$ cat src/rtl/counter_pkg.sv
// Shared types and next-state arithmetic for the counter bank channels.
package counter_pkg;

    typedef enum logic {CNT_WRAP, CNT_SAT} cnt_mode_e;

    localparam int CNT_MAX_W = 32;

    typedef struct packed {
        logic                 tc;
        logic [CNT_MAX_W-1:0] value;
    } cnt_next_t;

    // Compare happens before the step, so the result never depends on modular overflow.
    function automatic cnt_next_t next_count(
        input logic [CNT_MAX_W-1:0] cur,
        input logic                 dir,
        input logic [CNT_MAX_W-1:0] limit,
        input cnt_mode_e            mode
    );
        cnt_next_t res;
        res.tc    = 1'b0;
        res.value = cur;
        if (dir) begin
            if (cur >= limit) begin
                res.tc    = 1'b1;
                res.value = (mode == CNT_SAT) ? limit : '0;
            end else begin
                res.value = cur + 1'b1;
            end
        end else begin
            if (cur == '0) begin
                res.tc    = 1'b1;
                res.value = (mode == CNT_SAT) ? '0 : limit;
            end else begin
                res.value = cur - 1'b1;
            end
        end
        return res;
    endfunction

endpackage

$ cat src/rtl/counter_channel.sv
// One up/down counter channel with clear, load, wrap/saturate, terminal pulse and sticky overflow.
module counter_channel
    import counter_pkg::*;
#(
    parameter int WIDTH    = 10,
    parameter int SATURATE = 0
) (
    input  logic             i_clk,
    input  logic             i_rst,
    input  logic             i_en,
    input  logic             i_dir,
    input  logic             i_clear,
    input  logic             i_load,
    input  logic [WIDTH-1:0] i_load_val,
    input  logic [WIDTH-1:0] i_limit,
    input  logic             i_ovf_clr,
    output logic [WIDTH-1:0] o_count,
    output logic             o_tc,
    output logic             o_ovf
);

    localparam cnt_mode_e MODE = (SATURATE != 0) ? CNT_SAT : CNT_WRAP;

    cnt_next_t nxt;

    always_comb begin
        nxt = next_count(CNT_MAX_W'(o_count), i_dir, CNT_MAX_W'(i_limit), MODE);
    end

    always_ff @(posedge i_clk) begin
        if (i_rst) begin
            o_count <= '0;
            o_tc    <= 1'b0;
            o_ovf   <= 1'b0;
        end else if (i_clear) begin
            o_count <= '0;
            o_tc    <= 1'b0;
            o_ovf   <= 1'b0;
        end else if (i_load) begin
            o_count <= i_load_val;
            o_tc    <= 1'b0;
            o_ovf   <= o_ovf & ~i_ovf_clr;
        end else if (i_en) begin
            o_count <= nxt.value[WIDTH-1:0];
            o_tc    <= nxt.tc;
            // A terminal event beats a simultaneous flag clear.
            o_ovf   <= nxt.tc | (o_ovf & ~i_ovf_clr);
        end else begin
            o_tc    <= 1'b0;
            o_ovf   <= o_ovf & ~i_ovf_clr;
        end
    end

endmodule

$ cat src/rtl/counter_bank.sv
// Bank of NUM_CH independent counters sharing clock, reset and limit; only slices the flat vectors.
module counter_bank
    import counter_pkg::*;
#(
    parameter int WIDTH    = 10,
    parameter int NUM_CH   = 4,
    parameter int SATURATE = 0
) (
    input  logic                    i_clk,
    input  logic                    i_rst,
    input  logic [NUM_CH-1:0]       i_en,
    input  logic [NUM_CH-1:0]       i_dir,
    input  logic [NUM_CH-1:0]       i_clear,
    input  logic [NUM_CH-1:0]       i_load,
    input  logic [NUM_CH*WIDTH-1:0] i_load_val,
    input  logic [WIDTH-1:0]        i_limit,
    input  logic [NUM_CH-1:0]       i_ovf_clr,
    output logic [NUM_CH*WIDTH-1:0] o_count,
    output logic [NUM_CH-1:0]       o_tc,
    output logic [NUM_CH-1:0]       o_ovf
);

    for (genvar c = 0; c < NUM_CH; c++) begin : g_ch
        counter_channel #(
            .WIDTH    (WIDTH),
            .SATURATE (SATURATE)
        ) u_ch (
            .i_clk      (i_clk),
            .i_rst      (i_rst),
            .i_en       (i_en[c]),
            .i_dir      (i_dir[c]),
            .i_clear    (i_clear[c]),
            .i_load     (i_load[c]),
            .i_load_val (i_load_val[c*WIDTH +: WIDTH]),
            .i_limit    (i_limit),
            .i_ovf_clr  (i_ovf_clr[c]),
            .o_count    (o_count[c*WIDTH +: WIDTH]),
            .o_tc       (o_tc[c]),
            .o_ovf      (o_ovf[c])
        );
    end

endmodule

$ cat config.mk
export PLATFORM = sky130hd
export DESIGN_NAME = counter_bank
export DESIGN_NICKNAME = d
export VERILOG_FILES = /design/src/rtl/counter_pkg.sv /design/src/rtl/counter_channel.sv /design/src/rtl/counter_bank.sv
export SDC_FILE = /design/constraint.sdc
export NUM_CORES = 1
export LEC_CHECK = 0
export ABC_CLOCK_PERIOD_IN_PS = 2800
export BUFFER_PORTS_ARGS = -buffer_cell sky130_fd_sc_hd__buf_2
export CAP_MARGIN = 30
export CORE_UTILIZATION = 55
export CTS_CLUSTER_SIZE = 8
export DETAILED_ROUTE_END_ITERATION = 12
export PLACE_DENSITY = 0.82
export SLEW_MARGIN = 20
export SYNTH_ARGS = -nofsm -noshare
export SYNTH_HDL_FRONTEND = slang
export SYNTH_HIERARCHICAL = 1
export SYNTH_SLANG_ARGS = --single-unit
$ cat constraint.sdc
create_clock -name i_clk -period 2.8 [get_ports i_clk]
set_input_delay 0.14 -clock i_clk [delete_from_list [all_inputs] [get_ports i_clk]]
set_output_delay 0.14 -clock i_clk [all_outputs]
set_load 0.02 [all_outputs]
-- Yosys cells after proc, flatten, opt, wreduce, memory -nomap -nowiden
Cells that the tools add are included.
- $add $sub $neg: 8
- magnitude comparators: 4
- multiplexer cells: 36
- bitwise operators: 16
- reductions and logical operators: 16
- operator list (kind ; number):
    32-bit two-way mux ; 8
    33-bit two-way mux ; 4
    10-bit two-way mux ; 8
    10-bit by 1-bit adder with 11-bit output, second input constant ; 4
    10-bit by 1-bit subtractor with 11-bit output, second input constant ; 4
    10-bit greater-or-equal comparator ; 4
    10-bit logical NOT ; 4
    1-bit two-way mux ; 16
    4-bit OR reduction ; 4
    1-bit NOT ; 8
    2-bit nonzero test ; 4
    2-bit OR reduction ; 4
    1-bit bitwise AND ; 4
    1-bit bitwise OR ; 4
- register bits after elaboration: 48
- output and inout bits: 48

-- Depth between registers and ports, before layout
- depth in word-level cells: 6
- depth in mapped cells: 8
- mapped depth without buffers: 7

-- Modules after synthesis
The synthesis kept the hierarchy.
- modules (own cells, without submodules) (module ; times used ; cells each ; area an instance (sq um) ; seq. area each (sq um)):
    counter_channel ; 4 ; 176 ; 1351.3 ; 240.2

-- Worst setup path after synthesis
Ideal clock, no wire load.
- path kind: reg-to-reg
- start point: register g_ch[0].u_ch.o_count[1]
- end point: register g_ch[0].u_ch.o_count[8]
- setup time: 0.133 ns
- arrival: 2.108 ns
- path slack: 0.559 ns
- stages on the path, launching flop included: 8
- buffers on the path: 0
- path through: dfxtp_1 > inv_1 > ha_1 > or4b_4 > nor4_2 > mux2_2 > a221oi_1 > a211oi_2
- longest elaborated chain between the ends: 5
- elaborated cells on any way between the ends: 9
- classes of those cells: 2 x add/sub; 1 x order compare; 5 x mux; 1 x reduce/logical
- ends and longest elaborated chain (item ; RTL line ; text):
    start, declared ; counter_channel.sv:17 ; output logic [WIDTH-1:0] o_count,
    start signal, assigned ; counter_channel.sv:40 ; o_count <= i_load_val;
    start signal, assigned ; counter_channel.sv:44 ; o_count <= nxt.value[WIDTH-1:0];
    10-bit by 1-bit subtractor with 11-bit output, or another cell as far along ; counter_pkg.sv:35 ; res.value = cur - 1'b1;
    32-bit two-way mux (on tied branches) ; counter_pkg.sv:31, counter_pkg.sv:24 ;
    33-bit two-way mux (*) ; counter_pkg.sv:23 ; if (dir) begin
    10-bit two-way mux (*) ; counter_channel.sv:43 ; end else if (i_en) begin
    10-bit two-way mux (*) ; counter_channel.sv:39 ; end else if (i_load) begin
Every way passes the cells marked *; elsewhere a longest branch is shown, timed or not. The select of a mux whose other input is x is not followed.
A chain may end at the register's enable or synchronous reset.

-- Worst setup path after layout
- start point: register g_ch[3].u_ch.o_count[1]
- end point: register g_ch[3].u_ch.o_count[8]
- longest elaborated chain between the ends: 5
- elaborated cells on any way between the ends: 9
- classes of those cells: 2 x add/sub; 1 x order compare; 5 x mux; 1 x reduce/logical
- ends and longest elaborated chain (item ; RTL line):
    start, declared ; counter_channel.sv:17
    start signal, assigned ; counter_channel.sv:40
    start signal, assigned ; counter_channel.sv:44
    10-bit by 1-bit subtractor with 11-bit output, or another cell as far along ; counter_pkg.sv:35
    32-bit two-way mux (on tied branches) ; counter_pkg.sv:31, counter_pkg.sv:24
    33-bit two-way mux (*) ; counter_pkg.sv:23
    10-bit two-way mux (*) ; counter_channel.sv:43
    10-bit two-way mux (*) ; counter_channel.sv:39
Marked as above.

==> impl_metrics.json <==
{
  "ys_types": 52,
  "wl_per_cell_um": 18.4,
  "die_w_um": 101,
  "synth_area_leader_cell": "dfxtp_1",
  "cts_setup_buffers": 0,
  "rsz0062_at_grt": "false",
  "critPathKind": "register to register",
  "postSynthAreaPerCell_um2": 7.68,
  "cp_max_fo": 9,
  "synth_seq_cells": 48,
  "diodes": 0,
  "finalWirelength_mm": 17.0,
  "clock-skew-final_ns": 0.00844,
  "ys_async_sr_fraction_pct": 0,
  "hpwlAfterDp_mm": 12.6,
  "syn_inst": 704,
  "first_global_vias": 5759,
  "grt.total_usage_pct": 33.4,
  "layout_commonest_cell": "buf_2",
  "regToRegSetupSlack_ns": 0.43,
  "cp_top_family": "simple AND/OR/NAND/NOR gates",
  "slew_viol_final": 0,
  "cts_tree": "yes",
  "ant_nets": 0,
  "place_area_um2": 6000,
  "grt_pass1_wl_mm": 27.6,
  "fin_util_pct": 65.1,
  "grt_max_degree": 19,
  "first_iter_violations": 311,
  "crit_buf_inv": 1,
  "path_clk_slew_ns": 0.10,
  "busiest_layer": "met2",
  "grt-ovfl-total": 0,
  "finalSetupViolCount": 0,
  "portBuffers": 119,
  "drc": 0,
  "period_share_pct": 84.6,
  "clk_latency_ns": 0.31,
  "synth_area_leaders": "dfxtp_1, ha_1, xnor2_1, a21oi_1, nand3_1",
  "finish.net_count": 913,
  "crit_cells": 7,
  "gp_congestion": 0.952,
  "reg2reg_to": "g_ch[3].u_ch/o_count[8]",
  "pin_count": 120,
  "worst_slew_pin_slew_ns": 0.566,
  "setup_tns_ns": 0,
  "grtUsageMet2_pct": 55.0,
  "cts_root_buffer": "clkbuf_8",
  "start_util_pct": 57.7,
  "slowest_delay_ns": 0.50,
  "whs_ns": 0.0930,
  "status": "completed",
  "netlist_area_um2": 5410,
  "met3_usage_pct": 5.31,
  "cp-end-kind": "register",
  "final.min_clock_period_ns": 2.37,
  "clk_path_buf_depth": 2,
  "fin_ws_ns": 0.432,
  "holdPathEnd": "g_ch[2].u_ch/o_ovf",
  "antenna_found_initial": 0,
  "area_growth_pct": 12.8,
  "cts.sinks": 48,
  "htree_levels": 2,
  "drive_gt1_share_pct": 21.9,
  "critPathSlowestCell": "or4b_4",
  "p_per_area_nw_per_um2": 342,
  "required_ns": 2.99,
  "cts_hold_buf": 0,
  "holdCritStartpoint": "i_ovf_clr[2]",
  "viasPerCell": 6.66,
  "num_rows": 35,
  "p_leak_nw": 2.86,
  "report.final.hold_viol_count": 0,
  "worstPathArrival_ns": 2.56,
  "synth_nets": 824,
  "core-area_um2": 9370,
  "ys_seq_area_share_pct": 17.8,
  "die_area_um2": 10200,
  "peakVddDrop_uv": 193,
  "maxCapViolations": 0,
  "yosys_warnings": 6,
  "post-place-ws_ns": 0.483,
  "cts_resized": 0,
  "fmax_mhz": 422,
  "synth-edff-count": 0,
  "path_cells": "inv_1 -> ha_1 -> or4b_4 -> nor4_2 -> mux2_2 -> a221oi_1 -> a211oi_2",
  "reg2reg_depth": 7,
  "met1_usage_pct": 42.9,
  "die_height_um": 101,
  "synth-main-ff-cell": "dfxtp_1",
  "final_area_um2": 6100,
  "fill_cells": 849,
  "netlist.area_leader.share_pct": 17.8,
  "relSlewSlack_pct": 62.2,
  "hold_depth": 3,
  "dr.pass1.iters": 5,
  "cts_buffers": 5,
  "hold_class": "input port to register",
  "start_kind": "register",
  "r2r-start": "g_ch[3].u_ch/o_count[1]",
  "layout_common_cells": "buf_2, inv_1",
  "vias": 6143
}
==> cells in the mapped netlist, types with 16 or more instances <==
cell type,number
inv_1,56
a21oi_1,48
dfxtp_1,48
ha_1,48
nand3_1,48
o21ai_0,36
nor2_1,32
nand2_1,28
nand4_1,28
nor3_1,28
xnor2_1,28
clkbuf_1,24
and3_1,20
xor2_1,16
==> report_power, final <==
part / switching [mW] / leakage (nW) / internal [mW] / total (mW)
sequential: 0.0864 / 0.392 / 0.714 / 0.801
clock: 0.264 / 0.0510 / 0.198 / 0.463
combinational: 0.475 / 2.42 / 0.348 / 0.824
==> per-layer routing <==
metal / part of all wire [%] / vias up
met2: 47 / 376
met5: 0 / -
met4: 3.1 / 0
li1: - / 2842
met3: 9.4 / 65
met1: 41 / 2860
==> cell families (layout without fill, tap and decap cells) <==
group           after synthesis  count (layout)  synth area share, %
compound gates              192             192                 24.6
xor+xnor                     44              44                 7.13
fa+ha+maj                    48              48                 11.1
buf+inv                     104             194                 8.33
flops                        48              48                 17.8
mux                          12              12                 2.31
simple gates                256             256                 28.7
==> how the worst max path moves through the flow <==
stage / start / endpoint / slack, ns
final: g_ch[3].u_ch/o_count[1] / g_ch[3].u_ch/o_count[8] / 0.43
after global routing: g_ch[1].u_ch/o_count[1] / g_ch[1].u_ch/o_count[8] / 0.30
after CTS: g_ch[3].u_ch/o_count[1] / g_ch[3].u_ch/o_count[8] / 0.47
after detailed placement: g_ch[3].u_ch/o_count[1] / g_ch[3].u_ch/o_count[8] / 0.48
after global placement: g_ch[1].u_ch/o_count[1] / g_ch[1].u_ch/o_count[8] / 0.57
after floorplan: g_ch[0].u_ch/o_count[1] / g_ch[0].u_ch/o_count[8] / 0.56
==> worst register-to-register path, cell delays in order, from the launching register on <==
cell and delay [ns]:
dfxtp_1 0.42, inv_1 0.14, ha_1 0.25, or4b_4 0.50
nor4_2 0.16, mux2_2 0.36, a221oi_1 0.32, a211oi_2 0.11
==> through the flow <==
step,cells,power (mW)
2_1_floorplan,704,1.40
3_3_place_gp,915,1.59
3_5_place_dp,915,1.62
4_1_cts,923,2.09
5_1_grt,923,2.21
6_report,923,2.09
==> state kept, by name, summed over array words and instances, names as in the netlist <==
signal             cells
g_ch.u_ch/o_count     40
g_ch.u_ch/o_ovf        4
g_ch.u_ch/o_tc         4
==> layout make-up <==
type / count / area, um2 / area share [%]
Multi-Input combinational cell: 552 / 3990 / 65.5
Sequential cell: 48 / 961 / 15.8
Timing Repair Buffer: 130 / 678 / 11.1
Inverter: 56 / 210 / 3.45
Tap cell: 129 / 161 / 2.65
Clock buffer: 6 / 82.6 / 1.35
Clock inverter: 2 / 10.0 / 0.164
No activity file was read; power rests on OpenSTA's default activity.
